===== src/rtl/commit_stage_nport_pkg.sv =====
// Shared types for the N-port commit stage: scoreboard entry, FU/op codes, drain FSM states.
package commit_stage_nport_pkg;

    localparam int unsigned XLEN = 64;

    typedef enum logic [3:0] {
        NONE = 4'd0, LOAD = 4'd1, STORE = 4'd2, ALU = 4'd3, CTRL_FLOW = 4'd4,
        MULT = 4'd5, CSR = 4'd6, FPU = 4'd7, FPU_VEC = 4'd8, ACCEL = 4'd9
    } fu_t;

    typedef enum logic [3:0] {
        ADD, SUB, FENCE, FENCE_I, SFENCE_VMA, CSR_WRITE, CSR_READ, CSR_SET, CSR_CLEAR,
        AMO_LRW, AMO_SCW, AMO_SWAPW, AMO_ADDW
    } fu_op;

    typedef struct packed {
        logic [XLEN-1:0] cause;
        logic [XLEN-1:0] tval;
        logic            valid;
    } exception_t;

    typedef struct packed {
        logic            ack;
        logic [XLEN-1:0] result;
    } amo_resp_t;

    typedef struct packed {
        logic            valid;
        fu_t             fu;
        fu_op            op;
        logic [4:0]      rd;
        logic            rd_fpr;
        logic [XLEN-1:0] result;
        exception_t      ex;
    } scoreboard_entry_t;

    typedef enum logic [1:0] {
        COMMIT_IDLE     = 2'd0,
        COMMIT_DRAIN    = 2'd1,
        COMMIT_AMO_WAIT = 2'd2
    } commit_state_e;

    // Indexed by fu_t: LOAD, ALU, CTRL_FLOW, MULT, FPU, FPU_VEC may retire on ports > 0
    localparam logic [15:0] COMMIT_FU_MASK = 16'h01BA;

    function automatic logic is_fence_class(fu_op op);
        return op inside {FENCE, FENCE_I, SFENCE_VMA};
    endfunction

    function automatic logic is_amo(fu_op op);
        return op inside {AMO_LRW, AMO_SCW, AMO_SWAPW, AMO_ADDW};
    endfunction

    // Anything that must be the last retirement of its cycle
    function automatic logic is_serialising(scoreboard_entry_t e);
        return (e.fu == CSR) || (e.fu == STORE) || is_fence_class(e.op) || is_amo(e.op);
    endfunction

endpackage


===== src/rtl/commit_drain_fsm.sv =====
// Fence/AMO sequencing FSM for the head entry plus a saturating drain watchdog.
module commit_drain_fsm
    import commit_stage_nport_pkg::*;
#(
    parameter int unsigned DrainTimeout = 1024
) (
    input  logic          clk_i,
    input  logic          rst_ni,
    input  logic          halt_i,
    input  logic          flush_i,
    input  logic          fence_req_i,
    input  logic          amo_req_i,
    input  logic          no_st_pending_i,
    input  logic          amo_ack_i,
    output commit_state_e state_o,
    output logic          fence_go_o,
    output logic          amo_go_o,
    output logic          drain_timeout_o
);

    localparam int unsigned WdW = (DrainTimeout > 2) ? $clog2(DrainTimeout) : 1;
    localparam logic [WdW-1:0] WdMax = WdW'(DrainTimeout - 1);

    commit_state_e  state_q, state_d;
    logic [WdW-1:0] wd_q, wd_d;
    logic           timeout_q, timeout_d;

    always_comb begin
        state_d    = state_q;
        fence_go_o = 1'b0;
        amo_go_o   = 1'b0;
        case (state_q)
            COMMIT_IDLE: begin
                if (!halt_i) begin
                    if (fence_req_i) begin
                        if (no_st_pending_i) fence_go_o = 1'b1;
                        else                 state_d    = COMMIT_DRAIN;
                    end else if (amo_req_i) begin
                        if (amo_ack_i) amo_go_o = 1'b1;
                        else           state_d  = COMMIT_AMO_WAIT;
                    end
                end
            end
            COMMIT_DRAIN: begin
                if (!halt_i && no_st_pending_i) begin
                    fence_go_o = 1'b1;
                    state_d    = COMMIT_IDLE;
                end
            end
            COMMIT_AMO_WAIT: begin
                if (!halt_i && amo_ack_i) begin
                    amo_go_o = 1'b1;
                    state_d  = COMMIT_IDLE;
                end
            end
            default: state_d = COMMIT_IDLE;
        endcase
        if (flush_i) state_d = COMMIT_IDLE;

        // Counter holds the number of completed busy cycles; pulse registers the step onto WdMax
        wd_d = '0;
        if (state_d != COMMIT_IDLE && state_q != COMMIT_IDLE)
            wd_d = (wd_q == WdMax) ? wd_q : wd_q + 1'b1;
        timeout_d = (wd_d == WdMax) && (wd_q != WdMax) && (state_d != COMMIT_IDLE);
    end

    always_ff @(posedge clk_i or negedge rst_ni) begin
        if (!rst_ni) begin
            state_q   <= COMMIT_IDLE;
            wd_q      <= '0;
            timeout_q <= 1'b0;
        end else begin
            state_q   <= state_d;
            wd_q      <= wd_d;
            timeout_q <= timeout_d;
        end
    end

    assign state_o         = state_q;
    assign drain_timeout_o = timeout_q;

endmodule


===== src/rtl/commit_stage_nport.sv =====
// Multi-port in-order commit: retires up to NrCommitPorts head entries per cycle,
// sequencing fences and AMOs through commit_drain_fsm.
module commit_stage_nport
    import commit_stage_nport_pkg::*;
#(
    parameter int unsigned NrCommitPorts = 2,
    parameter int unsigned DrainTimeout  = 1024,
    parameter int unsigned CntW          = $clog2(NrCommitPorts + 1)
) (
    input  logic                                    clk_i,
    input  logic                                    rst_ni,
    input  logic                                    halt_i,
    input  logic                                    flush_i,
    input  logic                                    single_step_i,
    input  logic                                    flush_dcache_i,
    input  scoreboard_entry_t [NrCommitPorts-1:0]   commit_instr_i,
    output logic [NrCommitPorts-1:0]                commit_ack_o,
    output logic [NrCommitPorts-1:0][4:0]           waddr_o,
    output logic [NrCommitPorts-1:0][XLEN-1:0]      wdata_o,
    output logic [NrCommitPorts-1:0]                we_gpr_o,
    output logic [NrCommitPorts-1:0]                we_fpr_o,
    input  amo_resp_t                               amo_resp_i,
    output logic                                    amo_valid_commit_o,
    output fu_op                                    csr_op_o,
    output logic [XLEN-1:0]                         csr_wdata_o,
    output logic                                    csr_write_fflags_o,
    output logic                                    commit_csr_o,
    input  logic [XLEN-1:0]                         csr_rdata_i,
    input  exception_t                              csr_exception_i,
    output logic                                    commit_lsu_o,
    input  logic                                    commit_lsu_ready_i,
    input  logic                                    no_st_pending_i,
    output logic                                    commit_acc_o,
    output logic                                    fence_o,
    output logic                                    fence_i_o,
    output logic                                    sfence_vma_o,
    output logic                                    flush_commit_o,
    output exception_t                              exception_o,
    output logic [CntW-1:0]                         commit_cnt_o,
    output logic [63:0]                             instret_o,
    output logic                                    drain_timeout_o,
    output logic [1:0]                              state_o
);

    scoreboard_entry_t       e0;
    commit_state_e           state;
    logic                    v0, amo0, fence0, store0, csr0, idle;
    logic                    fence_go, amo_go;
    logic [NrCommitPorts-1:0] ack, blk;
    logic [4:0]              fflags;
    logic                    any_fp;
    logic [CntW-1:0]         pop;
    logic [CntW-1:0]         cnt_q;
    logic [63:0]             instret_q;

    assign e0     = commit_instr_i[0];
    assign idle   = (state == COMMIT_IDLE);
    assign v0     = e0.valid && !e0.ex.valid && !halt_i;
    assign amo0   = (e0.fu == STORE) && is_amo(e0.op);
    assign fence0 = v0 && (is_fence_class(e0.op) || (flush_dcache_i && e0.fu != STORE));
    assign store0 = (e0.fu == STORE) && !amo0;
    assign csr0   = (e0.fu == CSR) && !is_fence_class(e0.op) && !fence0;

    commit_drain_fsm #(.DrainTimeout(DrainTimeout)) u_drain (
        .clk_i           (clk_i),
        .rst_ni          (rst_ni),
        .halt_i          (halt_i),
        .flush_i         (flush_i),
        .fence_req_i     (fence0),
        .amo_req_i       (v0 && amo0),
        .no_st_pending_i (no_st_pending_i),
        .amo_ack_i       (amo_resp_i.ack),
        .state_o         (state),
        .fence_go_o      (fence_go),
        .amo_go_o        (amo_go),
        .drain_timeout_o (drain_timeout_o)
    );

    always_comb begin
        ack    = '0;
        blk    = '0;
        ack[0] = v0 && (fence0 ? fence_go :
                        amo0   ? amo_go   :
                        idle && (store0 ? commit_lsu_ready_i :
                                 csr0   ? !csr_exception_i.valid : 1'b1));
        for (int i = 1; i < NrCommitPorts; i++) begin
            blk[i] = blk[i-1] || is_serialising(commit_instr_i[i-1]);
            ack[i] = ack[i-1] && idle && !single_step_i && !flush_dcache_i && !halt_i
                     && !blk[i] && COMMIT_FU_MASK[commit_instr_i[i].fu]
                     && commit_instr_i[i].valid && !commit_instr_i[i].ex.valid;
        end
    end

    always_comb begin
        waddr_o  = '0;
        wdata_o  = '0;
        we_gpr_o = '0;
        we_fpr_o = '0;
        fflags   = '0;
        any_fp   = 1'b0;
        pop      = '0;
        for (int i = 0; i < NrCommitPorts; i++) begin
            if (ack[i]) begin
                waddr_o[i]  = commit_instr_i[i].rd;
                wdata_o[i]  = commit_instr_i[i].result;
                we_gpr_o[i] = !commit_instr_i[i].rd_fpr;
                we_fpr_o[i] = commit_instr_i[i].rd_fpr;
                if (commit_instr_i[i].fu inside {FPU, FPU_VEC}) begin
                    fflags = fflags | commit_instr_i[i].ex.cause[4:0];
                    any_fp = 1'b1;
                end
            end
            pop = pop + CntW'(ack[i]);
        end
        if (ack[0] && csr0) wdata_o[0] = csr_rdata_i;
        if (ack[0] && amo0) wdata_o[0] = amo_resp_i.result;
    end

    assign commit_ack_o       = ack;
    assign amo_valid_commit_o = e0.valid && amo0;
    assign csr_op_o           = (v0 && idle && csr0) ? e0.op : ADD;
    assign csr_wdata_o        = ((v0 && idle && csr0) ? e0.result : '0) | XLEN'(fflags);
    assign csr_write_fflags_o = any_fp;
    assign commit_csr_o       = ack[0] && csr0;
    assign commit_lsu_o       = v0 && idle && store0;
    assign commit_acc_o       = !e0.valid && (e0.fu == ACCEL);
    // flush_dcache_i reclassifies whatever sits at port 0 as a FENCE_I
    assign fence_o            = ack[0] && fence0 && !flush_dcache_i && (e0.op == FENCE);
    assign fence_i_o          = ack[0] && fence0 && (flush_dcache_i || e0.op == FENCE_I);
    assign sfence_vma_o       = ack[0] && fence0 && !flush_dcache_i && (e0.op == SFENCE_VMA);
    assign flush_commit_o     = ack[0] && amo0;
    assign state_o            = state;

    always_comb begin
        exception_o = '0;
        if (e0.valid && !halt_i) begin
            if (e0.ex.valid) begin
                exception_o = e0.ex;
            end else if (csr0 && csr_exception_i.valid) begin
                exception_o      = csr_exception_i;
                exception_o.tval = e0.ex.tval;
            end
        end
    end

    always_ff @(posedge clk_i or negedge rst_ni) begin
        if (!rst_ni) begin
            cnt_q     <= '0;
            instret_q <= '0;
        end else begin
            cnt_q     <= pop;
            instret_q <= instret_q + 64'(pop);
        end
    end

    assign commit_cnt_o = cnt_q;
    assign instret_o    = instret_q;

    logic unused_bits;
    assign unused_bits = ^{commit_instr_i, csr_exception_i, blk};

endmodule


===== config.mk =====
export PLATFORM = sky130hd
export DESIGN_NAME = commit_stage_nport
export DESIGN_NICKNAME = d
export VERILOG_FILES = /design/src/rtl/commit_stage_nport_pkg.sv /design/src/rtl/commit_drain_fsm.sv /design/src/rtl/commit_stage_nport.sv
export SDC_FILE = /design/constraint.sdc
export NUM_CORES = 1
export LEC_CHECK = 0
export CAP_MARGIN = 10
export CORE_AREA = 2 2 424 426
export CTS_CLUSTER_SIZE = 25
export DETAILED_ROUTE_END_ITERATION = 12
export DIE_AREA = 0 0 426 428
export GPL_ROUTABILITY_DRIVEN = 0
export SYNTH_ARGS = -nofsm -noshare
export SYNTH_HDL_FRONTEND = slang
export SYNTH_SLANG_ARGS = --single-unit

===== constraint.sdc =====
create_clock -name clk_i -period 5.6 [get_ports clk_i]
set_clock_uncertainty 0.15 [all_clocks]
set_input_delay 0.84 -clock clk_i [delete_from_list [all_inputs] [get_ports clk_i]]
set_output_delay 0.84 -clock clk_i [all_outputs]
set_load 0.01 [all_outputs]

==> parameters.txt <==
Parameter                              Value

Yosys
  Share of synthesized area occupied by flip-flops and latches    0.248
  Cell count after synthesis    1029
  Most area-hungry cell type in the Yosys netlist    sky130_fd_sc_hd__dfrtp_1
  Ranking of synthesized cells by area    sky130_fd_sc_hd__dfrtp_1 25%, sky130_fd_sc_hd__and2_1 16%, sky130_fd_sc_hd__mux2i_1 8.9%
  Average cell area after synthesis    7.73 um2
  Primary FF master, synth    sky130_fd_sc_hd__dfrtp_1
  Count of cell types in the netlist    62
  Cell Area, Synth    7960 um2
  Synthesized Nets    1716
  Yosys reg bits    79
  Number of enable-type register cells in the synthesized netlist    0
  Fraction of registers with async set/reset    1.00
  Count of warnings emitted by yosys    0
  Proportion of netlist area held by the largest area contributor    0.248

STA
  Slew Limit Headroom    0.314
  Shortest period the worst path allows    5.34 ns
  Final critical-path share of the clock period    0.954
  Endpoints failing hold    0
  Final number of max-transition violations    0
  Fmax    187 MHz
  Unrepaired setup endpoints after global routing    no
  Setup violation total in the final timing report    0
  Worst Tran Pin Value    1.03 ns
  Final Worst Setup Slack    0.257 ns
  Setup TNS    0 ns

Place
  Placed standard-cell area    21300 um2
  Placed instance count    4255
  DP Worst Slack    0.0718 ns
  Total half-perimeter wirelength after legalization and detailed placement    152 mm
  Port-buffer cells    909

Status
  Outcome    completed

Min path
  Worst hold path startpoint    instret_o[63]
  Class of the worst hold path    register to register
  Endpoint of the worst hold-timing path    instret_o[63]
  Cells on Worst Hold Path    1

Global routing
  GRT Resource Usage Total    0.171
  First-pass GRT wire length    189 mm
  Maximum number of pins on one net before global-route repair    80
  Remaining global-route overflow    0
  Vias in the first global route    12100
  Initial antenna violation count    256

Critical path
  Depth of the most critical reg-to-reg path    15
  Critical path peak fanout    71
  FF-to-FF End    instret_o[58]
  Launch point of the worst reg-to-reg path    u_drain.state_o[1]
  Internal reg-to-reg setup slack    1.48 ns
  Required @ worst endpoint    4.61 ns
  Sort of element at the end of the critical path    output port
  Startpoint-to-endpoint class of the critical path    input pin to output port
  Arrival time worst endpoint    4.35 ns
  Startpoint kind of the worst setup timing path    input pin
  Crit path from    commit_instr_i[200]

Floorplan
  Die Y    428 um
  Total Die Area    182000 um2
  Ports placed on the boundary    1101
  Placeable core region    178000 um2
  Die X-Extent    426 um
  Initial cell density of the core    0.0448
  Number of placement rows    155

Clocking
  Maximum clock path buffer count    2
  Clock tree from TritonCTS    yes
  Count of cells resized by post-cts repair    0
  CTS Buf Count    9
  Post-CTS setup buffer count    0
  Clock latency on the worst-skew pair    0.34 ns
  Root Buffer    sky130_fd_sc_hd__clkbuf_16
  Hold buffer count at CTS    0
  Number of H-tree branching levels    3
  Clock tree sinks    79
  Register clock-pin slew on the reported worst setup and hold paths    0.06 ns

Routing
  WL final    162 mm
  DRC marker count from the first detailed-route iteration    996
  DR WL/cell    37.6 um
  DRC violations left    0
  Total iterations of the first detailed-routing run    7
  Total via count after detailed routing    13300
  Mean number of vias per cell    3.08
  Post-DRT Antenna Nets    0

Cells and area
  Most common cell after layout, fill and taps aside    sky130_fd_sc_hd__clkdlybuf4s50_1
  Area growth from synthesis to layout    173%
  Number of cells in the finished layout apart from fillers    4314
  Fraction of layout instances using a drive strength above 1    0.119
  Most frequent cells in the layout    762 x sky130_fd_sc_hd__clkdlybuf4s50_1, 200 x sky130_fd_sc_hd__and2_1, 164 x sky130_fd_sc_hd__nor2_1
  Non-Filler Cell Area, Final    21700 um2
  Count of nets after finishing    2598

Pwr
  Pwr Total    2.15 mW
  Power density cells    98.9 nW/um2
  Highest ir drop seen on vdd    0.128 mV
  LEAKAGE    7.50 nW

Run
  Number of maximum-capacitance constraint violations    0
state kept, by name, summed over array words and instances, names as in the netlist:
register / cells
commit_cnt_o: 2
instret_o: 64
u_drain.state_o: 2
u_drain.wd_q: 10
u_drain.drain_timeout_o: 1
stage by stage:
step	hold WS (ns)	util
final	0.329	0.122
after global routing	0.340	0.122
after CTS	0.329	0.122
after detailed placement	0.316	0.120
after global placement	0.321	0.120
after floorplan	0.358	-
layer usage:
layer  vias to the layer above  GRT usage  wire length, um
li1                       5403          -                -
met1                      6160      0.176            56100
met2                      1102      0.294            77200
met3                       514      0.105            22200
met4                        94     0.0343             5420
met5                         -     0.0283             1320
synthesized netlist by cell type, drive strengths merged, types with 2 or more instances:
| cell | instances |
|---|---|
| a2111oi | 2 |
| a211oi | 67 |
| a21o | 2 |
| a21oi | 10 |
| a22oi | 59 |
| a31oi | 5 |
| and2 | 201 |
| and3 | 16 |
| and4 | 11 |
| buf | 22 |
| clkbuf | 59 |
| dfrtp | 79 |
| ha | 4 |
| inv | 24 |
| mux2i | 71 |
| nand2 | 38 |
| nand2b | 7 |
| nand3 | 20 |
| nand3b | 2 |
| nand4 | 19 |
| nand4b | 5 |
| nor2 | 166 |
| nor2b | 9 |
| nor3 | 10 |
| nor3b | 9 |
| nor4 | 7 |
| nor4b | 5 |
| nor4bb | 3 |
| o21ai | 7 |
| o221ai | 5 |
| o22ai | 2 |
| o31a | 3 |
| or2 | 2 |
| or3 | 2 |
| or3b | 2 |
| xnor2 | 44 |
| xor2 | 22 |
worst max-delay path: stages:
cell                              delay [ns]
sky130_fd_sc_hd__clkdlybuf4s50_1        0.70
sky130_fd_sc_hd__nor3b_1                0.50
sky130_fd_sc_hd__a211oi_2               0.15
sky130_fd_sc_hd__nor4bb_2               0.48
sky130_fd_sc_hd__a21oi_4                0.18
sky130_fd_sc_hd__nor2_4                 0.18
sky130_fd_sc_hd__buf_6                  0.39
sky130_fd_sc_hd__and2_1                 0.21
sky130_fd_sc_hd__clkdlybuf4s50_1        0.66
worst max-delay path by stage:
stage	to	slack [ns]	cells after the start
floorplan	instret_o[62]	0.65	16
global placement	instret_o[58]	0.12	16
detailed placement	instret_o[62]	0.07	16
CTS	wdata_o[117]	0.09	9
global route	wdata_o[117]	0.02	11
finish	wdata_o[78]	0.26	9
cell families after synthesis:
logic type,after synthesis,share of synthesized area
compound gates,166,0.154
xor+xnor,66,0.0726
fa+ha+maj,5,0.00880
buf+inv,105,0.0533
flops,79,0.248
mux,71,0.0893
simple gates,537,0.374
power breakdown:
part	total (mW)	switching (mW)	leakage (nW)	internal [mW]
logic	0.885	0.379	6.28	0.506
registers	0.607	0.0190	1.07	0.588
clock network	0.654	0.249	0.152	0.404
total	2.15	0.647	7.50	1.50
layout make-up:
type	instances	area (um2)
multi-input cells	845	5600
flip-flops and latches	79	1980
clock buffers	10	239
diodes	43	108
repair buffers	952	10700
clock inverters	6	91.3
well taps	2355	2950
inverters	24	90.1
fillers	20400	156000
No activity file was read; power rests on OpenSTA's default activity.
